### src/rtl/spi_pkg.sv
// +--------------------------------------------------------------------+
// | spi_pkg : shared types and helpers for the spi_master_param slice  |
// | Rev 1.0                                                            |
// +--------------------------------------------------------------------+
`default_nettype none

package spi_pkg;

  typedef enum logic [1:0] {
    IDLE  = 2'd0,
    SETUP = 2'd1,
    XFER  = 2'd2,
    HOLD  = 2'd3
  } state_t;

  typedef struct packed {
    logic cpol;
    logic cpha;
  } spi_mode_t;

  function automatic int cs_width(input int num_cs);
    return (num_cs > 1) ? $clog2(num_cs) : 1;
  endfunction

endpackage

`default_nettype wire

### src/rtl/spi_master_param_if.sv
// +--------------------------------------------------------------------+
// | spi_master_param_if : CPU-side controls plus SPI pins              |
// | Optional loopback control under SPI_LOOPBACK_EN.  Rev 1.0          |
// +--------------------------------------------------------------------+
`default_nettype none

interface spi_master_param_if #(
  parameter int DATA_W = 8,
  parameter int NUM_CS = 1
);
  import spi_pkg::*;

  localparam int CS_W = cs_width(NUM_CS);

  logic [DATA_W-1:0] tx_data;
  logic              start;
  logic [CS_W-1:0]   cs_sel;
  logic              cpol;
  logic              cpha;
  logic              cs_hold;
  logic [DATA_W-1:0] rx_data;
  logic              rx_valid;
  logic              busy;
  logic              sclk;
  logic              mosi;
  logic              miso;
  logic [NUM_CS-1:0] cs_n;

`ifdef SPI_LOOPBACK_EN
  logic              loopback;

  modport master (
    input  tx_data, start, cs_sel, cpol, cpha, cs_hold, loopback, miso,
    output rx_data, rx_valid, busy, sclk, mosi, cs_n
  );

  modport slave (
    output tx_data, start, cs_sel, cpol, cpha, cs_hold, loopback, miso,
    input  rx_data, rx_valid, busy, sclk, mosi, cs_n
  );
`else
  modport master (
    input  tx_data, start, cs_sel, cpol, cpha, cs_hold, miso,
    output rx_data, rx_valid, busy, sclk, mosi, cs_n
  );

  modport slave (
    output tx_data, start, cs_sel, cpol, cpha, cs_hold, miso,
    input  rx_data, rx_valid, busy, sclk, mosi, cs_n
  );
`endif

endinterface

`default_nettype wire

### src/rtl/spi_clk_gen.sv
// +--------------------------------------------------------------------+
// | spi_clk_gen : SCLK divider emitting leading/trailing edge ticks    |
// | Rev 1.0                                                            |
// +--------------------------------------------------------------------+
`default_nettype none

module spi_clk_gen #(
  parameter int CLK_DIV = 2
) (
  input  logic clk,
  input  logic rst_n,
  input  logic en,
  input  logic cpol,
  output logic lead_tick,
  output logic trail_tick,
  output logic sclk
);

  localparam int              DIV_W    = $clog2(CLK_DIV + 1);
  localparam logic [DIV_W-1:0] DIV_LAST = DIV_W'(CLK_DIV - 1);

  logic [DIV_W-1:0] r_div;
  logic             r_phase;
  logic             r_sclk;
  logic             w_tick;

  assign w_tick     = en && (r_div == DIV_LAST);
  assign lead_tick  = w_tick && !r_phase;
  assign trail_tick = w_tick &&  r_phase;
  assign sclk       = r_sclk;

  // Outside XFER the clock parks at the idle level; the caller presents
  // the new cpol on the accept cycle so SETUP already shows it.
  always_ff @(posedge clk or negedge rst_n) begin
    if (!rst_n) begin
      r_div   <= '0;
      r_phase <= 1'b0;
      r_sclk  <= 1'b0;
    end else if (!en) begin
      r_div   <= '0;
      r_phase <= 1'b0;
      r_sclk  <= cpol;
    end else if (w_tick) begin
      r_div   <= '0;
      r_phase <= ~r_phase;
      r_sclk  <= ~r_sclk;
    end else begin
      r_div   <= r_div + 1'b1;
    end
  end

endmodule

`default_nettype wire

### src/rtl/spi_master_param.sv
// +--------------------------------------------------------------------+
// | spi_master_param : parametrised SPI master, all CPOL/CPHA modes    |
// | Define SPI_LOOPBACK_EN for internal mosi->rx loopback.  Rev 1.0    |
// +--------------------------------------------------------------------+
`default_nettype none

module spi_master_param
  import spi_pkg::*;
#(
  parameter int DATA_W  = 8,
  parameter int CLK_DIV = 2,
  parameter int NUM_CS  = 1
) (
  input  logic               clk,
  input  logic               rst_n,
  spi_master_param_if.master bus
);

  localparam int               CS_W      = cs_width(NUM_CS);
  localparam int               DIV_W     = $clog2(CLK_DIV + 1);
  localparam int               EDGE_W    = $clog2(2 * DATA_W + 1);
  localparam logic [DIV_W-1:0]  DIV_LAST  = DIV_W'(CLK_DIV - 1);
  localparam logic [EDGE_W-1:0] EDGE_LAST = EDGE_W'(2 * DATA_W - 1);

  state_t              r_state;
  spi_mode_t           r_mode;
  logic                r_hold;
  logic [DIV_W-1:0]    r_cnt;
  logic [EDGE_W-1:0]   r_edge;
  logic [DATA_W-1:0]   r_tx;
  logic [DATA_W-1:0]   r_rx;
  logic [DATA_W-1:0]   r_rx_data;
  logic                r_rx_valid;
  logic                r_busy;
  logic                r_mosi;
  logic [NUM_CS-1:0]   r_cs_n;

  logic                w_accept;
  logic                w_cpol;
  logic                w_lead;
  logic                w_trail;
  logic                w_tick;
  logic                w_sample;
  logic                w_shift;
  logic                w_rx_bit;
  logic                w_sclk;
  logic [NUM_CS-1:0]   w_cs_dec;

  assign w_accept = (r_state == IDLE) && bus.start;
  assign w_cpol   = w_accept ? bus.cpol : r_mode.cpol;
  assign w_tick   = w_lead | w_trail;
  assign w_sample = r_mode.cpha ? w_trail : w_lead;
  // First leading edge (cpha=1) re-presents the MSB; last trailing edge (cpha=0) has no next bit.
  assign w_shift  = r_mode.cpha ? (w_lead  && (r_edge != '0))
                                : (w_trail && (r_edge != EDGE_LAST));

`ifdef SPI_LOOPBACK_EN
  logic r_loopback;
  assign w_rx_bit = r_loopback ? r_mosi : bus.miso;

  always_ff @(posedge clk or negedge rst_n) begin
    if (!rst_n) begin
      r_loopback <= 1'b0;
    end else if (w_accept) begin
      r_loopback <= bus.loopback;
    end
  end
`else
  assign w_rx_bit = bus.miso;
`endif

  // An out-of-range select matches no line, so every cs_n stays high.
  for (genvar g = 0; g < NUM_CS; g++) begin : g_cs_dec
    assign w_cs_dec[g] = (bus.cs_sel != CS_W'(g));
  end

  spi_clk_gen #(
    .CLK_DIV    (CLK_DIV)
  ) u_clk_gen (
    .clk        (clk),
    .rst_n      (rst_n),
    .en         (r_state == XFER),
    .cpol       (w_cpol),
    .lead_tick  (w_lead),
    .trail_tick (w_trail),
    .sclk       (w_sclk)
  );

  always_ff @(posedge clk or negedge rst_n) begin
    if (!rst_n) begin
      r_state    <= IDLE;
      r_mode     <= '0;
      r_hold     <= 1'b0;
      r_cnt      <= '0;
      r_edge     <= '0;
      r_tx       <= '0;
      r_rx       <= '0;
      r_rx_data  <= '0;
      r_rx_valid <= 1'b0;
      r_busy     <= 1'b0;
      r_mosi     <= 1'b0;
      r_cs_n     <= '1;
    end else begin
      r_rx_valid <= 1'b0;
      case (r_state)
        IDLE: begin
          if (bus.start) begin
            r_mode.cpol <= bus.cpol;
            r_mode.cpha <= bus.cpha;
            r_hold      <= bus.cs_hold;
            r_tx        <= bus.tx_data;
            r_mosi      <= bus.tx_data[DATA_W-1];
            r_cs_n      <= w_cs_dec;
            r_busy      <= 1'b1;
            r_cnt       <= DIV_LAST;
            r_state     <= SETUP;
          end
        end
        SETUP: begin
          if (r_cnt == '0) begin
            r_edge  <= '0;
            r_state <= XFER;
          end else begin
            r_cnt <= r_cnt - 1'b1;
          end
        end
        XFER: begin
          if (w_sample) begin
            r_rx <= {r_rx[DATA_W-2:0], w_rx_bit};
          end
          if (w_shift) begin
            r_tx   <= {r_tx[DATA_W-2:0], 1'b0};
            r_mosi <= r_tx[DATA_W-2];
          end
          if (w_tick) begin
            if (r_edge == EDGE_LAST) begin
              r_cnt   <= DIV_LAST;
              r_state <= HOLD;
            end else begin
              r_edge <= r_edge + 1'b1;
            end
          end
        end
        HOLD: begin
          if (r_cnt == '0) begin
            r_rx_data  <= r_rx;
            r_rx_valid <= 1'b1;
            r_busy     <= 1'b0;
            if (!r_hold) begin
              r_cs_n <= '1;
            end
            r_state    <= IDLE;
          end else begin
            r_cnt <= r_cnt - 1'b1;
          end
        end
        default: r_state <= IDLE;
      endcase
    end
  end

  assign bus.rx_data  = r_rx_data;
  assign bus.rx_valid = r_rx_valid;
  assign bus.busy     = r_busy;
  assign bus.sclk     = w_sclk;
  assign bus.mosi     = r_mosi;
  assign bus.cs_n     = r_cs_n;

endmodule

`default_nettype wire

### src/flat_wrapper.sv
// flat-port wrapper written by rule: the top's interface ports become plain ports
module spi_master_param_flat import spi_pkg::*;
#(
  parameter int DATA_W  = 8,
  parameter int CLK_DIV = 2,
  parameter int NUM_CS  = 1
)
  (clk, rst_n, bus_tx_data, bus_start, bus_cs_sel, bus_cpol, bus_cpha, bus_cs_hold, bus_miso, bus_rx_data, bus_rx_valid, bus_busy, bus_sclk, bus_mosi, bus_cs_n);
  spi_master_param_if #(.DATA_W(DATA_W), .NUM_CS(NUM_CS)) bus_i ();
  input  logic clk;
  input  logic rst_n;
  input wire logic [$bits(bus_i.tx_data)-1:0] bus_tx_data;
  input wire logic [$bits(bus_i.start)-1:0] bus_start;
  input wire logic [$bits(bus_i.cs_sel)-1:0] bus_cs_sel;
  input wire logic [$bits(bus_i.cpol)-1:0] bus_cpol;
  input wire logic [$bits(bus_i.cpha)-1:0] bus_cpha;
  input wire logic [$bits(bus_i.cs_hold)-1:0] bus_cs_hold;
  input wire logic [$bits(bus_i.miso)-1:0] bus_miso;
  output wire logic [$bits(bus_i.rx_data)-1:0] bus_rx_data;
  output wire logic [$bits(bus_i.rx_valid)-1:0] bus_rx_valid;
  output wire logic [$bits(bus_i.busy)-1:0] bus_busy;
  output wire logic [$bits(bus_i.sclk)-1:0] bus_sclk;
  output wire logic [$bits(bus_i.mosi)-1:0] bus_mosi;
  output wire logic [$bits(bus_i.cs_n)-1:0] bus_cs_n;
  assign bus_i.tx_data = bus_tx_data;
  assign bus_i.start = bus_start;
  assign bus_i.cs_sel = bus_cs_sel;
  assign bus_i.cpol = bus_cpol;
  assign bus_i.cpha = bus_cpha;
  assign bus_i.cs_hold = bus_cs_hold;
  assign bus_i.miso = bus_miso;
  assign bus_rx_data = bus_i.rx_data;
  assign bus_rx_valid = bus_i.rx_valid;
  assign bus_busy = bus_i.busy;
  assign bus_sclk = bus_i.sclk;
  assign bus_mosi = bus_i.mosi;
  assign bus_cs_n = bus_i.cs_n;
  spi_master_param #(.DATA_W(DATA_W), .CLK_DIV(CLK_DIV), .NUM_CS(NUM_CS)) u_core (.clk(clk), .rst_n(rst_n), .bus(bus_i));
endmodule
### config.mk
export PLATFORM = sky130hd
export DESIGN_NAME = spi_master_param_flat
export DESIGN_NICKNAME = d
export VERILOG_FILES = /design/src/rtl/spi_pkg.sv /design/src/rtl/spi_master_param_if.sv /design/src/rtl/spi_clk_gen.sv /design/src/rtl/spi_master_param.sv /design/src/flat_wrapper.sv
export SDC_FILE = /design/constraint.sdc
export NUM_CORES = 1
export LEC_CHECK = 0
export ABC_CLOCK_PERIOD_IN_PS = 4000
export CAP_MARGIN = 10
export CORE_ASPECT_RATIO = 0.6
export CORE_MARGIN = 4
export CORE_UTILIZATION = 45
export DETAILED_ROUTE_END_ITERATION = 12
export PLACE_DENSITY = 0.76
export SETUP_SLACK_MARGIN = 0.15
export SLEW_MARGIN = 20
export SYNTH_ARGS = -nofsm -noshare
export SYNTH_HDL_FRONTEND = slang
export SYNTH_SLANG_ARGS = --single-unit
### constraint.sdc
create_clock -name clk -period 4 [get_ports clk]
set_input_delay 0.6 -clock clk [delete_from_list [all_inputs] [get_ports clk]]
set_output_delay 0.6 -clock clk [all_outputs]
set_load 0.05 [all_outputs]
==> implementation parameters <==
Parameter                              Value

Logic synthesis
  Sequential fraction of the synthesis area ... 51.8%
  Net count after synthesis ... 198
  Synthesized instance count ... 174
  Share of synthesized flip-flops with an asynchronous set or reset ... 100%
  Post-synth cell types ... 38
  Post-Syn Area ... 2080 µm²
  Yosys warns ... 0
  Number of enable flip-flop cells after synthesis ... 0
  Number of synthesized register bits ... 43
  Post-Synthesis Mean Instance Area ... 12.0 µm²
  Commonest register cell after synthesis ... sky130_fd_sc_hd__dfrtp_1

GRT
  Largest net degree at the start of global routing ... 44
  Antenna violations before repair ... 0
  Total routing usage reported by global routing ... 15.2%
  Routing usage on met3 ... 4.71%
  Total gr overflow ... 0
  First-pass GRT wire length ... 6580 µm
  Met2 Use GR ... 20.8%
  Peak-usage layer in the global routing report ... met1
  Vias in the first global route ... 1337
  Met1 track utilization from global routing ... 22.3%

Die
  Die Ht ... 60.7 µm
  Die Footprint ... 5810 µm²
  Effective utilization at floorplan ... 48.6%
  Number of top-level pins ... 29
  Placement Rows ... 18
  Core box area ... 4280 µm²
  Die width ... 95.8 µm

Outcome
  Run status ... complete, no violations

Cells and area
  Area added between synthesis and finish ... 19.6%
  Fraction of final layout cells with drive strength greater than 1 ... 24.8%
  Commonest non-fill, non-tap cells in the layout ... sky130_fd_sc_hd__dfrtp_1 (42), sky130_fd_sc_hd__mux2_2 (35), sky130_fd_sc_hd__clkdlybuf4s50_1 (27), sky130_fd_sc_hd__inv_1 (12)
  Commonest non-fill, non-tap cell in the layout ... sky130_fd_sc_hd__dfrtp_1
  Ant. Diodes ... 0
  Fin util ... 58.2%
  Post-layout nets ... 229

Drt
  Via density ... 5.28
  Remaining antenna violation count ... 0
  Overall routed net length ... 3890 µm
  1st-pass router iterations ... 4
  Violation count after the first detailed-route iteration ... 50
  Post-DR wirelength/cell ... 14.6 µm
  Via count ... 1404
  Count of unresolved DRC violations after routing ... 0

STA
  # setup viols final ... 0
  Unrepaired setup endpoints after global routing ... no
  Crit path time final ... 2.45 ns
  FMAX ... 0.408 GHz
  Worst Skew ... 0.00503 ns
  Number of hold-slack violations in the final timing report ... 0
  Transition time at the pin with the least slew margin ... 0.950 ns
  Setup TNS after final layout ... 0 ns
  Final-report max-slew violation count ... 0
  Worst slew margin ... 36.6%
  Worst setup slack after layout ... 1.55 ns
  Final clock period utilization by the worst path ... 61.2%

Worst setup path
  Crit path capture type ... flip-flop
  Internal reg-to-reg setup slack ... 1.55 ns
  Maximum fanout along the worst path ... 17
  Arrival @ worst endpoint ... 2.63 ns
  Endpoint required time on the critical path ... 4.18 ns
  Startpoint types ... flip-flop
  Setup Crit Path Kind ... flip-flop to flip-flop

Clock tree
  Clock-pin transition on the worst setup and hold timing paths ... 0.08 ns
  Number of buffers between clock root and the deepest sink ... 2
  Root buffer cell ... sky130_fd_sc_hd__clkbuf_8
  Number of H-tree levels ... 2
  Hold buffer count at CTS ... 0
  Clock tree from TritonCTS ... yes
  Buffers inserted by post-CTS timing repair ... 0
  Clk_lat worst skew ... 0.30 ns
  Clock sink count ... 43
  Quantity of gates resized following cts ... 0
  TritonCTS buffer count ... 5

Pwr
  Part of the total power dissipated in the clock network ... 13.0%
  Power per cell area ... 844 nW/µm²
  Part of the total power dissipated in sequential elements ... 36.3%
  Net switching fraction of the power ... 41.1%
  Design internal power ... 1.24 mW
  Combinational share of power ... 50.7%
  Peak VDD IR ... 0.000481 V
  Static leakage ... 1.08 nW
  Psw ... 862 µW

Place
  Setup slack after placement ... 1.53 ns
  Port Buffers ... 28
  Final GP Congestion ... 0.843
  Detailed Place HPWL ... 2900 µm

Flow run
  Max Cap Violations ... 0

Min path
  Hold WC Path Type ... input port to async pin
[worst paths after layout]
kind,from,endpoint,depth (start not counted)
setup reg to reg,u_core.r_state[0]$_DFFE_PN0P_,u_core.r_tx[3]$_DFFE_PN0P_,6
min in group clk,u_core.r_cnt[1]$_DFFE_PN0P_,u_core.r_cnt[1]$_DFFE_PN0P_,1
hold / removal,rst_n,u_core.bus.rx_data[0]$_DFFE_PN0P_,1
max in group asynchronous,rst_n,u_core.r_mode[0]$_DFFE_PN0N_,1
setup / recovery,u_core.r_state[0]$_DFFE_PN0P_,u_core.r_tx[3]$_DFFE_PN0P_,6
hold reg to reg,u_core.r_cnt[1]$_DFFE_PN0P_,u_core.r_cnt[1]$_DFFE_PN0P_,1
[area by class of cell]
class / instances / area, µm²
fill: 369 / 1790
tap: 60 / 75.1
multi-input combinational: 115 / 931
sequential: 43 / 1080
inverter: 12 / 45.0
clock inverter: 2 / 12.5
clock buffer: 6 / 72.6
timing repair buffer: 28 / 275
[critical path, cell delays in order (launching register included)]
cell and delay, ns:
sky130_fd_sc_hd__dfrtp_1 0.42, sky130_fd_sc_hd__inv_1 0.12, sky130_fd_sc_hd__ha_1 0.58, sky130_fd_sc_hd__inv_1 0.31
sky130_fd_sc_hd__a21oi_1 0.25, sky130_fd_sc_hd__a21bo_1 0.30, sky130_fd_sc_hd__mux2_2 0.37
[routing by layer]
layer  vias up  share of wire, %
li1        667                 -
met1       696                49
met2        33                43
met3         8               5.6
met4         0               1.8
met5         -                 0
[cells in the mapped netlist, types with 2 or more instances]
cell	instances	area, µm²
sky130_fd_sc_hd__dfrtp_1	42	1050
sky130_fd_sc_hd__mux2_2	35	394
sky130_fd_sc_hd__inv_1	12	45.0
sky130_fd_sc_hd__nand2_1	11	41.3
sky130_fd_sc_hd__nor2_1	11	41.3
sky130_fd_sc_hd__o21ai_0	11	55.1
sky130_fd_sc_hd__ha_1	8	100
sky130_fd_sc_hd__a21oi_1	7	35.0
sky130_fd_sc_hd__mux2i_1	3	30.0
sky130_fd_sc_hd__a22oi_1	2	15.0
sky130_fd_sc_hd__and2b_2	2	17.5
sky130_fd_sc_hd__nand4_1	2	12.5
sky130_fd_sc_hd__nor2b_1	2	12.5
sky130_fd_sc_hd__xnor2_1	2	17.5
[power by group through the flow]
stage                     Sequential, mW  Combinational, mW  Clock (mW)
final                              0.763               1.06       0.273
after global routing               0.793               1.16       0.301
after CTS                          0.764               1.08       0.279
after detailed placement           0.773               1.07           0
after global placement             0.762               1.05           0
after floorplan                    0.961              0.607           0
[through the flow]
| step | hold slack (ns) | cell area (µm²) | power [mW] | instances |
|---|---|---|---|---|
| after floorplan | 0.304 | 2080 | 1.57 | 174 |
| after global placement | 0.486 | 2400 | 1.82 | 258 |
| after detailed placement | 0.467 | 2400 | 1.85 | 258 |
| after CTS | 0.466 | 2490 | 2.12 | 266 |
| after global routing | 0.506 | 2490 | 2.25 | 266 |
| final | 0.443 | 2490 | 2.10 | 266 |
[kinds of logic after synthesis]
kind of cell / count (synthesis) / synth area share, %
DFF: 43 / 51.8
buffers and inverters: 16 / 3.49
xor gates and xnor gates: 2 / 0.842
adders and majority gates: 8 / 4.81
AOI/OAI and AO/OA: 27 / 7.76
muxes: 38 / 20.4
and+or+nand+nor: 40 / 10.9
[sequential cells by signal (all words and copies together), names as in the netlist, 2 cells and up]
name and cells:
u_core.bus.rx_data 8, u_core.r_mode 2, u_core.r_state 2, u_core.r_tx 7, u_core.r_rx 8, u_core.r_edge 5
u_core.u_clk_gen.r_div 2, u_core.r_cnt 2
Note: power is estimated with default switching activity, not from simulation.
